### src/rtl/mem_pkg.sv
// Shared types and constants for the parametrised single-port memory.
package mem_pkg;

    typedef enum logic {
        INIT,
        READY
    } mem_state_t;

    localparam logic        MEM_WR = 1'b0;
    localparam logic        MEM_RD = 1'b1;
    localparam int unsigned BYTE_W = 8;

endpackage

### src/rtl/mem_array.sv
// Storage array with per-byte write enables and a combinational read port.
module mem_array
    import mem_pkg::*;
#(
    parameter  int unsigned DATA_W = 8,
    parameter  int unsigned DEPTH  = 8,
    localparam int unsigned ADDR_W = $clog2(DEPTH),
    localparam int unsigned BE_W   = DATA_W / BYTE_W
) (
    input  logic              clk,
    input  logic              i_we,
    input  logic [ADDR_W-1:0] i_wr_addr,
    input  logic [BE_W-1:0]   i_be,
    input  logic [DATA_W-1:0] i_wr_data,
    input  logic [ADDR_W-1:0] i_rd_addr,
    output logic [DATA_W-1:0] o_rd_word
);

    logic [DATA_W-1:0] r_mem [DEPTH];

    always_ff @(posedge clk) begin
        if (i_we) begin
            for (int unsigned i = 0; i < BE_W; i++) begin
                if (i_be[i]) begin
                    r_mem[i_wr_addr][i*BYTE_W +: BYTE_W] <= i_wr_data[i*BYTE_W +: BYTE_W];
                end
            end
        end
    end

    assign o_rd_word = r_mem[i_rd_addr];

endmodule

### src/rtl/param_mem.sv
// Parametrised single-port memory: init sweep after reset/clear, byte-enable
// writes, registered read with valid strobe and out-of-range detection.
module param_mem
    import mem_pkg::*;
#(
    parameter int unsigned       DATA_W   = 8,
    parameter int unsigned       DEPTH    = 8,
    parameter int unsigned       ADDR_W   = $clog2(DEPTH),
    parameter logic [DATA_W-1:0] INIT_VAL = '0
) (
    input  logic                     clk,
    input  logic                     rst,
    input  logic                     enable,
    input  logic                     rd_wr,
    input  logic [ADDR_W-1:0]        addr,
    input  logic [DATA_W-1:0]        wr_data,
    input  logic [DATA_W/BYTE_W-1:0] wr_be,
    input  logic                     clear,
    output logic [DATA_W-1:0]        rd_data,
    output logic                     rd_valid,
    output logic                     busy,
    output logic                     addr_err
);

    localparam int unsigned       BE_W = DATA_W / BYTE_W;
    localparam logic [ADDR_W-1:0] LAST = ADDR_W'(DEPTH - 1);

    mem_state_t        r_state;
    logic [ADDR_W-1:0] r_cnt;
    logic [DATA_W-1:0] r_rd_data;
    logic              r_rd_valid;
    logic              r_busy;
    logic              r_addr_err;

    logic              w_accept;
    logic              w_addr_bad;
    logic              w_we;
    logic [ADDR_W-1:0] w_wr_addr;
    logic [BE_W-1:0]   w_be;
    logic [DATA_W-1:0] w_wr_data;
    logic [DATA_W-1:0] w_rd_word;

    assign w_addr_bad = ({1'b0, addr} >= (ADDR_W + 1)'(DEPTH));
    assign w_accept   = enable && !r_busy && !clear;

    // The sweep owns the write port while in INIT; user writes only reach it
    // once accepted, so the two sources never collide.
    always_comb begin
        w_we      = 1'b0;
        w_wr_addr = addr;
        w_be      = wr_be;
        w_wr_data = wr_data;
        if (r_state == INIT) begin
            w_we      = !clear;
            w_wr_addr = r_cnt;
            w_be      = '1;
            w_wr_data = INIT_VAL;
        end else if (w_accept && !w_addr_bad && rd_wr == MEM_WR) begin
            w_we = 1'b1;
        end
    end

    mem_array #(
        .DATA_W (DATA_W),
        .DEPTH  (DEPTH)
    ) u_array (
        .clk       (clk),
        .i_we      (w_we),
        .i_wr_addr (w_wr_addr),
        .i_be      (w_be),
        .i_wr_data (w_wr_data),
        .i_rd_addr (addr),
        .o_rd_word (w_rd_word)
    );

    always_ff @(posedge clk or posedge rst) begin
        if (rst) begin
            r_state    <= INIT;
            r_cnt      <= '0;
            r_rd_data  <= '1;
            r_rd_valid <= 1'b0;
            r_busy     <= 1'b1;
            r_addr_err <= 1'b0;
        end else begin
            r_rd_valid <= 1'b0;
            r_addr_err <= 1'b0;
            case (r_state)
                INIT: begin
                    if (clear) begin
                        r_cnt <= '0;
                    end else if (r_cnt == LAST) begin
                        r_cnt   <= '0;
                        r_state <= READY;
                        r_busy  <= 1'b0;
                    end else begin
                        r_cnt <= r_cnt + ADDR_W'(1);
                    end
                end
                READY: begin
                    if (clear) begin
                        r_cnt   <= '0;
                        r_state <= INIT;
                        r_busy  <= 1'b1;
                    end else if (w_accept) begin
                        if (w_addr_bad) begin
                            r_addr_err <= 1'b1;
                        end else if (rd_wr == MEM_RD) begin
                            r_rd_data  <= w_rd_word;
                            r_rd_valid <= 1'b1;
                        end
                    end
                end
                default: begin
                    r_state <= INIT;
                    r_cnt   <= '0;
                    r_busy  <= 1'b1;
                end
            endcase
        end
    end

    assign rd_data  = r_rd_data;
    assign rd_valid = r_rd_valid;
    assign busy     = r_busy;
    assign addr_err = r_addr_err;

endmodule

### config.mk
export PLATFORM = sky130hd
export DESIGN_NAME = param_mem
export DESIGN_NICKNAME = d
export VERILOG_FILES = /design/src/rtl/mem_pkg.sv /design/src/rtl/mem_array.sv /design/src/rtl/param_mem.sv
export SDC_FILE = /design/constraint.sdc
export NUM_CORES = 1
export LEC_CHECK = 0
export ABC_CLOCK_PERIOD_IN_PS = 3770
export BUFFER_PORTS_ARGS = -buffer_cell sky130_fd_sc_hd__buf_2
export CORE_ASPECT_RATIO = 0.9
export CORE_UTILIZATION = 61
export DETAILED_ROUTE_END_ITERATION = 8
export PLACE_DENSITY_LB_ADDON = 0.25
export SKIP_LAST_GASP = 1
export SYNTH_ARGS = -nofsm -noshare
export SYNTH_HDL_FRONTEND = slang
export SYNTH_SLANG_ARGS = --single-unit
### constraint.sdc
create_clock -name clk -period 3.77 [get_ports clk]
set_input_delay 0 -clock clk [delete_from_list [all_inputs] [get_ports clk]]
set_output_delay 0 -clock clk [all_outputs]
set_load 0.05 [all_outputs]
# Word level (Yosys, flattened, before mapping)
# Memory sizes are Yosys's and may differ from the RTL's. A register that Yosys moved wholly into a read port is not among the register bits.
# Index checks and enable logic that the tools add are counted.
# totals
reg_bits,6
mem_bits_rw,64
inputBits,17
wordCells,44
n_memories,1
# classes
add_sub_neg,1
eq_ne,4
muxes,24
bitwise,3
n_reduce_logical,7
# mem_list
memory,words,width,rd,rd_clocked_by_memory_dff,write_ports,line,source
u_array.r_mem,8,8,1,1,1,mem_array.sv:19,logic [DATA_W-1:0] r_mem [DEPTH];
# op_table
operator,n
$mux W1,16
$mux W3,4
$mux W8,1
$pmux W3 S2,1
$ne A2 B2 Y1 const B,2
$pmux W1 S2,2
$reduce_and A4 Y1,1
$add A3 B1 Y3 const B,1
$eq A3 B3 Y1 const B,1
$logic_and A1 B1 Y1,3
$not A1 Y1,3
$reduce_and A3 Y1,1
$logic_not A1 Y1,2
$ne A2 B1 Y1 const B,1

# Logic depth before layout (Yosys ltp)
# Gate-level depths: netlist (run 1).
# logic_depth
ltp_word,8
depth_mapped,5

# Modules after synthesis
# Synthesis (run 1) repeated with hierarchy kept, for this count alone.
# unflattened
hier_cells,165
area_unflattened_um2,3231.8
# modules_own_cells
mod,instances,cells_per_inst,area_per_inst_um2,seq_area_each_um2
mem_array,1,106,2533.7,1921.8
param_mem,1,59,698.2,361.6

# Least setup slack after synthesis (run 1)
# Ideal clock, no wire load.
# synth_path
path_type,register to register
startpoint,"register r_busy, in the netlist busy"
endpoint,"memory u_array.r_mem[0][0], enable pin"
setup_ps,370
arrival_time_ps,1375
setup_slack_ps,2025
stages_incl_launch_ff,4
n_path_buf,0
synth_period_minus_slack_ps,1745
path_cell_list,dfstp_2 -> nor4bb_1 -> o211ai_1 -> nor2_1
# synth_between
elab_chain_cells,8
# synth_rtl
item,line,source
start: declaration,param_mem.sv:32,logic r_busy;
start signal: assignment,param_mem.sv:82,r_busy <= 1'b1;
start signal: assignment,param_mem.sv:94,r_busy <= 1'b0;
start signal: assignment,param_mem.sv:103,r_busy <= 1'b1;
$logic_not A1 Y1,param_mem.sv:44,assign w_accept = enable && !r_busy && !clear;
$logic_and A1 B1 Y1 (2 in series),param_mem.sv:44,
$logic_and A1 B1 Y1,param_mem.sv:58,end else if (w_accept && !w_addr_bad && rd_wr == MEM_WR) begin
$mux W1,param_mem.sv:58,
$mux W1,param_mem.sv:53,if (r_state == INIT) begin
$mux W1,mem_array.sv:22,if (i_we) begin
$mux W1 (implied by the code),mem_array.sv:25,r_mem[i_wr_addr][i*BYTE_W +: BYTE_W] <= i_wr_data[i*BYTE_W +: BYTE_W];
end: declaration,mem_array.sv:19,
# Every way passes these cells.

# Worst setup path after layout (run 1)
# layout_path
startpoint,register r_state
endpoint,"memory u_array.r_mem[4][1], enable pin"
# layout_between
elab_chain_cells,4
# layout_rtl
item,line,source
start: declaration,param_mem.sv:28,mem_state_t r_state;
start signal: assignment,param_mem.sv:78,r_state <= INIT;
start signal: assignment,param_mem.sv:93,r_state <= READY;
start signal: assignment,param_mem.sv:102,r_state <= INIT;
$mux W1,param_mem.sv:53,
$mux W1,mem_array.sv:24,if (i_be[i]) begin
$mux W1,mem_array.sv:22,
$mux W1 (implied by the code),mem_array.sv:25,
# Several ways; a longest one is shown, not always the timed one.

==> impl_metrics.tcl, run 1 <==
set metrics [dict create \
    grt_overflow_total 0 \
    crit_chain "mux2i_1 -> o211ai_1 -> nor2_1" \
    final_common_cell "edfxtp_1" \
    crit_path_start "r_state" \
    holdCritPathClass "input port to flip-flop" \
    cts_buffers 9 \
    min_period_ns 2.33 \
    irDropWorstVdd_mv 0.325 \
    p_int_mw 1.40 \
    worst-path-max-fanout 24 \
    relSlewSlack_pct 41.9 \
    setup-violations-final 0 \
    yosysWarningCount 0 \
    vias 1824 \
    cts_setup_buffers 0 \
    hpwl_microns 4480 \
    die_height_microns 71.9 \
    finalHoldViolations 0 \
    avgSynthCellArea_sq_um 15.9 \
    io_buffers 26 \
    first_pass_iters 4 \
    synth_cell_types 34 \
    p_total_mw 1.76 \
    critPathTopFamily "flip-flops" \
    wl_microns 6480 \
    comb_power_share_pct 6.9 \
    status "completed" \
    crit_slowest_cell "dfrtp_1" \
    powerDensity_nw_per_um2 479 \
    drtIter0Drc 126 \
    wl_per_cell_microns 21.0 \
    path_class "flip-flop to flip-flop" \
    critPathMaxStageDelay_ns 0.86 \
    rrSetupSlack_ns 1.44 \
    cp-start-kind "flip-flop" \
    diodes 0 \
    final_cell_mix "64 x edfxtp_1, 26 x buf_2, 19 x mux2i_1" \
    maxCapViolCount 0 \
    drive_above_1_share_pct 31.1 \
    hold_end "rd_data[7]" \
    tightest_slew_ns 0.872 \
    cp-end-kind "flip-flop" \
    swShare_pct 20.5 \
    post-route-cell-area_sq_um 3680 \
    rsz0062_at_grt "false" \
    root_buffer "clkbuf_8" \
    nNetsFinal 255 \
    clk_pin_slew_ns 0.08 \
    synth_top_area_share_pct 58.0 \
    synth_cells 208 \
    r2r_end "u_array.r_mem[4][1]" \
    r2r_start "r_state" \
    power_frac_seq_pct 55.1 \
    timing.fmax_mhz 429 \
    cts.sinks 78 \
    core.rowCount 25 \
    dieArea_sq_um 5730 \
    switchingPower_mw 0.361 \
    core_area_sq_um 5220 \
    slew_violations 0 \
    syn_nets 227 \
    crit_buf_inv 0 \
    finalCritPeriodShare_pct 61.8 \
    cts_tree "yes" \
    clock_skew_ns 0.00748 \
    grt_pass1_wl_microns 9670 \
    clkLatencyLatePin_ns 0.35 \
    pwr-share-clk_pct 38.0 \
    ios 28 \
    synth_area_sq_um 3310 \
    routabilityCongestion 0.787 \
    rr_worst_depth 3 \
    ys_ff_latch 78 \
    die_w_microns 79.7 \
    syn_to_final_growth_pct 11.2 \
    arrival_ns 2.31 \
    leakagePower_nw 1.35 \
    yosys.area.top_type "edfxtp_1" \
    initial_core_util_pct 63.4 \
    post_dp_cell_area_sq_um 3430 \
    cp_data_required_time_ns 3.75 \
    antenna_found_initial 0 \
    drc_errors 0 \
    grt_max_degree 35 \
    synth-seq-area-share_pct 69.0 \
    vias_per_cell 5.92 \
    ant_nets 0 \
    whs_path_depth 4 \
    tns_ns 0 \
    track_usage_pct 25.4 \
    grt_pass1_vias 1773 \
    htreeDepth 3 \
    worstHoldStart "enable" \
    yosys-top-cells-area "edfxtp_1 58%, dfstp_2 7.1%, mux2_2 5.8%" \
    clockBufferDepth 2 \
]
power groups by stage:
stage | clock network, mW | logic [mW] | registers (mW)
floorplan | 0 | 0.0817 | 0.994
global placement | 0 | 0.118 | 0.987
detailed placement | 0 | 0.120 | 0.988
CTS | 0.681 | 0.122 | 0.970
global route | 0.718 | 0.134 | 0.971
finish | 0.670 | 0.122 | 0.970
worst max-delay path by stage:
stage / end / slack (ns) / depth (start not counted)
after global placement: u_array.r_mem[4][2] / 1.58 / 3
after detailed placement: u_array.r_mem[6][7] / 1.49 / 3
after global routing: u_array.r_mem[6][7] / 1.29 / 3
final: u_array.r_mem[4][1] / 1.44 / 3
after floorplan: u_array.r_mem[0][0] / 2.02 / 3
after CTS: u_array.r_mem[6][1] / 1.49 / 3
per-layer routing:
metal | GRT usage, % | share of wire [%] | vias up
li1 | - | - | 850
met1 | 33.5 | 41 | 891
met2 | 40.0 | 50 | 73
met3 | 8.18 | 7.6 | 10
met4 | 9.70 | 1.6 | 0
met5 | 0 | 0 | -
through the flow:
stage | hold slack (ns) | setup WS (ns) | cells | util (%)
3_3_place_gp | 0.0817 | 1.58 | 290 | 65.7
5_1_grt | 0.154 | 1.29 | 308 | 70.5
4_1_cts | 0.128 | 1.49 | 308 | 70.5
3_5_place_dp | 0.0849 | 1.49 | 290 | 65.7
6_report | 0.143 | 1.44 | 308 | 70.5
2_1_floorplan | -0.117 | 2.02 | 208 | -
synthesized netlist by cell type:
cell type / n
o31ai_1: 1
mux2_2: 17
o211ai_1: 2
o31ai_2: 7
a31oi_1: 1
nor2b_1: 1
buf_12: 1
nor2_1: 14
o21ai_0: 9
buf_4: 3
nor3_1: 2
inv_1: 6
buf_1: 1
edfxtp_1: 64
o22ai_1: 8
dfrtp_1: 5
and3_1: 1
ha_1: 2
nor3b_1: 1
a22o_1: 8
buf_6: 3
nand4bb_4: 1
buf_2: 1
a21oi_1: 5
clkbuf_1: 2
dfstp_2: 9
nor4bb_1: 1
mux2i_1: 19
and2_1: 8
or2_0: 1
nand2b_1: 1
nand2_1: 1
a2bb2oi_1: 1
conb_1: 1
cell type report:
type,instances,area (sq um)
clock buffers,14,194
clock inverters,2,35.0
fillers,359,1540
inverters,6,22.5
multi-input cells,113,912
flip-flops and latches,78,2280
well taps,67,83.8
repair buffers,28,150
cell families after synthesis:
group                      count (synthesis)  synth area share (%)
and+or+nand+nor                           32                  5.63
muxes                                     36                  11.5
adders and majority gates                  2                 0.756
DFF                                       78                  69.0
buffers and inverters                     17                  3.48
AOI/OAI and AO/OA                         42                  9.52
other                                      1                 0.113
worst min-delay path, delay by kind of cell:
| family | cells | cell delay, ns |
|---|---|---|
| buf+inv | 1 | 0.13 |
| compound gates | 2 | 0.17 |
| simple gates | 1 | 0.15 |
state kept, by name, summed over array words and instances, names as in the netlist:
register / cells
u_array.r_mem: 64
rd_data: 8
r_cnt: 3
busy: 1
r_state: 1
rd_valid: 1
timing repair:
item / 4_1_cts / 5_1_grt
hold buffers: 2 / 0
hold endpoints to repair: 10 / 0
resized for setup: 0 / 0
Note: power is estimated with default switching activity, not from simulation.
==> inputs of run 2 (changes only) <==
Settings changed: ABC_AREA set to 1, ABC_CLOCK_PERIOD_IN_PS 3770 to 2200, CORE_UTILIZATION 61 to 59.
Clock period 3.77 ns to 2.2 ns, I/O delays scaled along.
==> impl_metrics.tcl, run 2 <==
set metrics [dict create \
    status "completed" \
    grt_max_degree 34 \
    regMostFlops "u_array.r_mem" \
    synth_cells 359 \
    crit_slowest_cell "dfrtp_1" \
    cp_data_required_time_ns 2.19 \
    nNetsFinal 417 \
    synth-seq-area-share_pct 64.0 \
    grt_pass1_wl_microns 11300 \
    grt_overflow_total 0 \
    core_area_sq_um 5760 \
    path_class "flip-flop to flip-flop" \
    dieArea_sq_um 6370 \
    irDropWorstVdd_mv 0.478 \
    ys_async_sr_fraction_pct 17.9 \
    grt_pass1_vias 2335 \
    largest_reg_flops 64 \
    initial_core_util_pct 62.0 \
    first_pass_iters 5 \
    crit_chain "nand2_1 -> o21ai_2 -> inv_2 -> nor2_1 -> nand2_1 -> nor2_2" \
    ys_ff_latch 78 \
    cp-end-kind "flip-flop" \
    final_common_cell "nand2_1" \
    root_buffer "clkbuf_8" \
    io_buffers 26 \
    p_total_mw 3.01 \
    cts.sinks 78 \
    synth_cell_types 24 \
    drc_errors 0 \
    yosysWarningCount 0 \
    tns_ns 0 \
    worst-path-max-fanout 12 \
    synth_area_sq_um 3570 \
    synth_common_cells "119 x nand2_1, 64 x edfxtp_1, 62 x inv_1, 48 x nand3_1, 18 x nor2_1" \
    relSlewSlack_pct 62.2 \
    cts_setup_buffers 0 \
    drive_above_1_share_pct 18.9 \
    finalHoldViolations 0 \
    clk_pin_slew_ns 0.08 \
    wl_per_cell_microns 14.8 \
    clockBufferDepth 2 \
    synth_top_area_share_pct 53.8 \
    critPathMaxStageDelay_ns 0.60 \
    vias 2414 \
    arrival_ns 1.84 \
    hpwl_microns 4740 \
    yosys_most_used_dff "edfxtp_1" \
    maxCapViolCount 0 \
    timing.fmax_mhz 541 \
    htreeDepth 3 \
    syn_nets 378 \
    routabilityCongestion 0.777 \
    antenna_found_initial 0 \
    holdCritPathClass "input port to flip-flop" \
    die_w_microns 84.0 \
    synth_edf_count 64 \
    clkLatencyLatePin_ns 0.35 \
    rsz0062_at_grt "false" \
    diodes 0 \
    vias_per_cell 5.10 \
    powerDensity_nw_per_um2 757 \
    wl_microns 7020 \
    synth_most_common_cell "nand2_1" \
    die_height_microns 75.8 \
    ant_nets 0 \
    cts_buffers 9 \
    track_usage_pct 24.9 \
    tightest_slew_ns 0.567 \
    crit_top_cell "nand2_1" \
    leakagePower_nw 1.90 \
    fillers 457 \
    cts_tree "yes" \
    final_cell_mix "119 x nand2_1, 64 x edfxtp_1, 62 x inv_1" \
    yosys-top-cells-area "edfxtp_1 54%, nand2_1 13%, nand3_1 6.7%" \
    ios 28 \
    core.rowCount 26 \
    cp-start-kind "flip-flop" \
    syn_to_final_growth_pct 11.6 \
    slew_violations 0 \
    min_period_ns 1.85 \
    finalCritPeriodShare_pct 84.0 \
    clock_skew_ns 0.0130 \
    avgSynthCellArea_sq_um 9.94 \
    drtIter0Drc 187 \
    yosys.area.top_type "edfxtp_1" \
    setup-violations-final 0 \
]
[run 2: per-layer routing]
layer  vias up  global-route usage (%)  part of all wire (%)
met2        81                    41.1                    48
li1       1205                       -                     -
met3        20                    9.21                   6.3
met1      1108                    30.0                    43
met4         0                    11.3                   2.8
met5         -                       0                     0
[run 2: logic make-up after synthesis]
family,after synthesis,synth area share (%)
other,1,0.105
AND/OR/NAND/NOR,189,22.4
buffers and inverters,83,11.1
AO/OA/AOI/OAI,6,1.72
adder cells (fa/ha/maj),2,0.701
flip-flops,78,64.0
[run 2: area by class of cell]
| type | count | area [sq um] | share of cell area [%] |
|---|---|---|---|
| multi-input combinational | 198 | 892 | 22.4 |
| inverter | 69 | 277 | 6.94 |
| sequential | 78 | 2280 | 57.3 |
| clock buffer | 14 | 153 | 3.83 |
| clock inverter | 2 | 35.0 | 0.880 |
| tap | 70 | 87.6 | 2.20 |
| timing repair buffer | 42 | 255 | 6.41 |
[run 2: per-stage QoR]
stage	instance area (sq um)	hold WS, ns	worst slack, ns	std cells	utilization [%]
after floorplan	3570	-0.117	0.575	359	-
after global placement	3770	0.0462	0.227	455	65.5
after detailed placement	3770	0.0675	0.149	455	65.5
after CTS	3980	0.0359	0.138	473	69.1
after global routing	3980	0.0426	0.211	473	69.2
final	3980	0.0532	0.351	473	69.2
[run 2: timing repair]
action                                  CTS  global route
resized for setup                         0             1
hold buffers                              2             0
endpoints found under the setup margin    0             8
endpoints found under the hold margin     7             0
[run 2: where the power goes]
part	switching, mW	internal, mW	leakage [nW]
Combinational	0.223	0.0945	1.07
Clock	0.459	0.555	0.0947
Sequential	0.0251	1.66	0.733
[run 2: final timing paths]
kind | startpoint | to | slack, ns | cells past startpoint
min in group asynchronous | rst | rd_valid | 0.26 | 3
setup / recovery | r_state | u_array.r_mem[3][1] | 0.35 | 6
max in group asynchronous | rst | busy | 1.56 | 3
hold reg to reg | rd_data[0] | rd_data[0] | 0.47 | 2
hold / removal | rd_wr | rd_data[6] | 0.05 | 4
setup reg to reg | r_state | u_array.r_mem[3][1] | 0.35 | 6
[run 2: critical path, delay by kind of cell (launching register included)]
family / cells / cell delay [ns]
simple gates: 4 / 0.75
flops: 1 / 0.60
compound gates: 1 / 0.10
buf+inv: 1 / 0.05
==> inputs of run 3 (changes only) <==
Settings changed: ABC_CLOCK_PERIOD_IN_PS 2200 to 1500, CORE_UTILIZATION 59 to 54.
Clock period 2.2 ns to 1.5 ns, I/O delays scaled along.
==> impl_metrics.tcl, run 3 (synthesized netlist as in run 2, its figures left out) <==
set metrics [dict create \
    dieArea_sq_um 6940 \
    grt_max_degree 33 \
    diodes 0 \
    swShare_pct 24.3 \
    htreeDepth 3 \
    regMostFlops "u_array.r_mem" \
    multiInputGateArea_sq_um 987 \
    cts.sinks 78 \
    drc_errors 0 \
    track_usage_pct 23.6 \
    routabilityCongestion 0.851 \
    wl_microns 7650 \
    violations "negative setup slack" \
    core.rowCount 27 \
    cp-start-kind "flip-flop" \
    timing.fmax_mhz 648 \
    clkLatencyLatePin_ns 0.35 \
    finalNonFillerCells 506 \
    pwr-share-clk_pct 36.3 \
    arrival_ns 1.61 \
    clockBufferDepth 2 \
    cts_tree "yes" \
    path_class "flip-flop to flip-flop" \
    fillers 475 \
    slew_violations 0 \
    grt_pass1_wl_microns 11500 \
    initial_core_util_pct 57.1 \
    drive_above_1_share_pct 25.5 \
    final_common_cell "nand2_1" \
    clock_skew_ns 0.0104 \
    rsz0062_at_grt "true" \
    antenna_found_initial 0 \
    cts_buffers 9 \
    drtIter0Drc 200 \
    cp-end-kind "flip-flop" \
    first_pass_iters 4 \
    die_height_microns 79.1 \
    maxCapViolCount 0 \
    vias 2526 \
    relSlewSlack_pct 61.1 \
    min_period_ns 1.54 \
    ios 28 \
    finalHoldViolations 0 \
    power_frac_seq_pct 52.6 \
    largest_reg_flops 64 \
    comb_power_share_pct 11.1 \
    die_w_microns 87.7 \
    core_area_sq_um 6250 \
    ant_nets 0 \
    tightest_slew_ns 0.583 \
    root_buffer "clkbuf_8" \
    wl_per_cell_microns 15.1 \
    worst-path-max-fanout 8 \
    status "complete, but fails checks" \
    tns_ns -2.00 \
    irDropWorstVdd_mv 0.627 \
    p_int_mw 3.56 \
    grt_pass1_vias 2374 \
    rr_worst_depth 6 \
    p_total_mw 4.70 \
    whs_path_depth 3 \
    switchingPower_mw 1.14 \
    powerDensity_nw_per_um2 1090 \
    seq_area_sq_um 2280 \
    setup-violations-final 65 \
    leakagePower_nw 2.03 \
    nNetsFinal 433 \
    clk_pin_slew_ns 0.08 \
    io_buffers 26 \
    syn_to_final_growth_pct 20.9 \
    vias_per_cell 4.99 \
    holdCritPathClass "input port to flip-flop" \
    post-place-cells 479 \
    cp_data_required_time_ns 1.57 \
    finalCritPeriodShare_pct 103 \
    final_cell_mix "119 x nand2_1, 64 x edfxtp_1, 62 x inv_1" \
    hpwl_microns 5060 \
    grt_overflow_total 0 \
    worst_slack_ns -0.0428 \
]
run 3: what timing repair did:
item	CTS	global route
hold buffers	2	0
setup buffers	3	5
gates resized for setup	9	27
gates cloned	0	1
hold endpoints to repair	7	0
setup endpoints to repair	65	71
pin swaps	1	4
run 3: power by group through the flow:
stage	logic [mW]	registers, mW	clock network (mW)
after floorplan	0.263	2.59	0
after detailed placement	0.465	2.51	0
after global routing	0.569	2.48	1.83
final	0.521	2.47	1.71
after CTS	0.478	2.47	1.72
after global placement	0.456	2.51	0
run 3: final cells by class:
type	count	area share (%)
Sequential cell	78	52.9
Timing Repair inverter	1	0.145
Tap cell	87	2.52
Timing Repair Buffer	57	9.68
Clock inverter	2	0.348
Clock buffer	14	5.02
Inverter	69	6.47
Multi-Input combinational cell	198	22.9
run 3: path summary, 6_finish.rpt:
| kind | from | end | slack (ns) |
|---|---|---|---|
| worst max-delay path | r_state | u_array.r_mem[0][3] | -0.04 |
| worst min-delay path | rd_wr | rd_valid | 0.04 |
| worst max register to register | r_state | u_array.r_mem[0][3] | -0.04 |
| worst min register to register | rd_data[1] | rd_data[1] | 0.47 |
| max in group asynchronous | rst | r_state | 0.81 |
| min in group asynchronous | rst | rd_valid | 0.27 |
run 3: through the flow:
| stage | utilization [%] | cell area [sq um] | hold WS [ns] | setup WS [ns] |
|---|---|---|---|---|
| floorplan | - | 3570 | -0.117 | -0.116 |
| global placement | 61.6 | 3850 | 0.0503 | -0.0698 |
| detailed placement | 61.6 | 3850 | 0.0635 | -0.109 |
| CTS | 66.4 | 4150 | 0.00113 | 0.00960 |
| global route | 69.0 | 4320 | 0.0355 | -0.141 |
| finish | 69.0 | 4320 | 0.0442 | -0.0428 |
run 3: critical path, cell delays in order (launching register included):
cell     delay, ns
dfrtp_2       0.48
buf_6         0.17
nor2_4        0.13
a31oi_4       0.05
buf_12        0.17
nor2_4        0.12
buf_6         0.14
run 3: routing by layer:
metal	vias to the layer above	routed length (microns)	GRT usage (%)
met3	21	437	7.17
met4	0	263	9.02
met2	73	3780	37.8
li1	1241	-	-
met1	1191	3170	30.3
met5	-	0	0
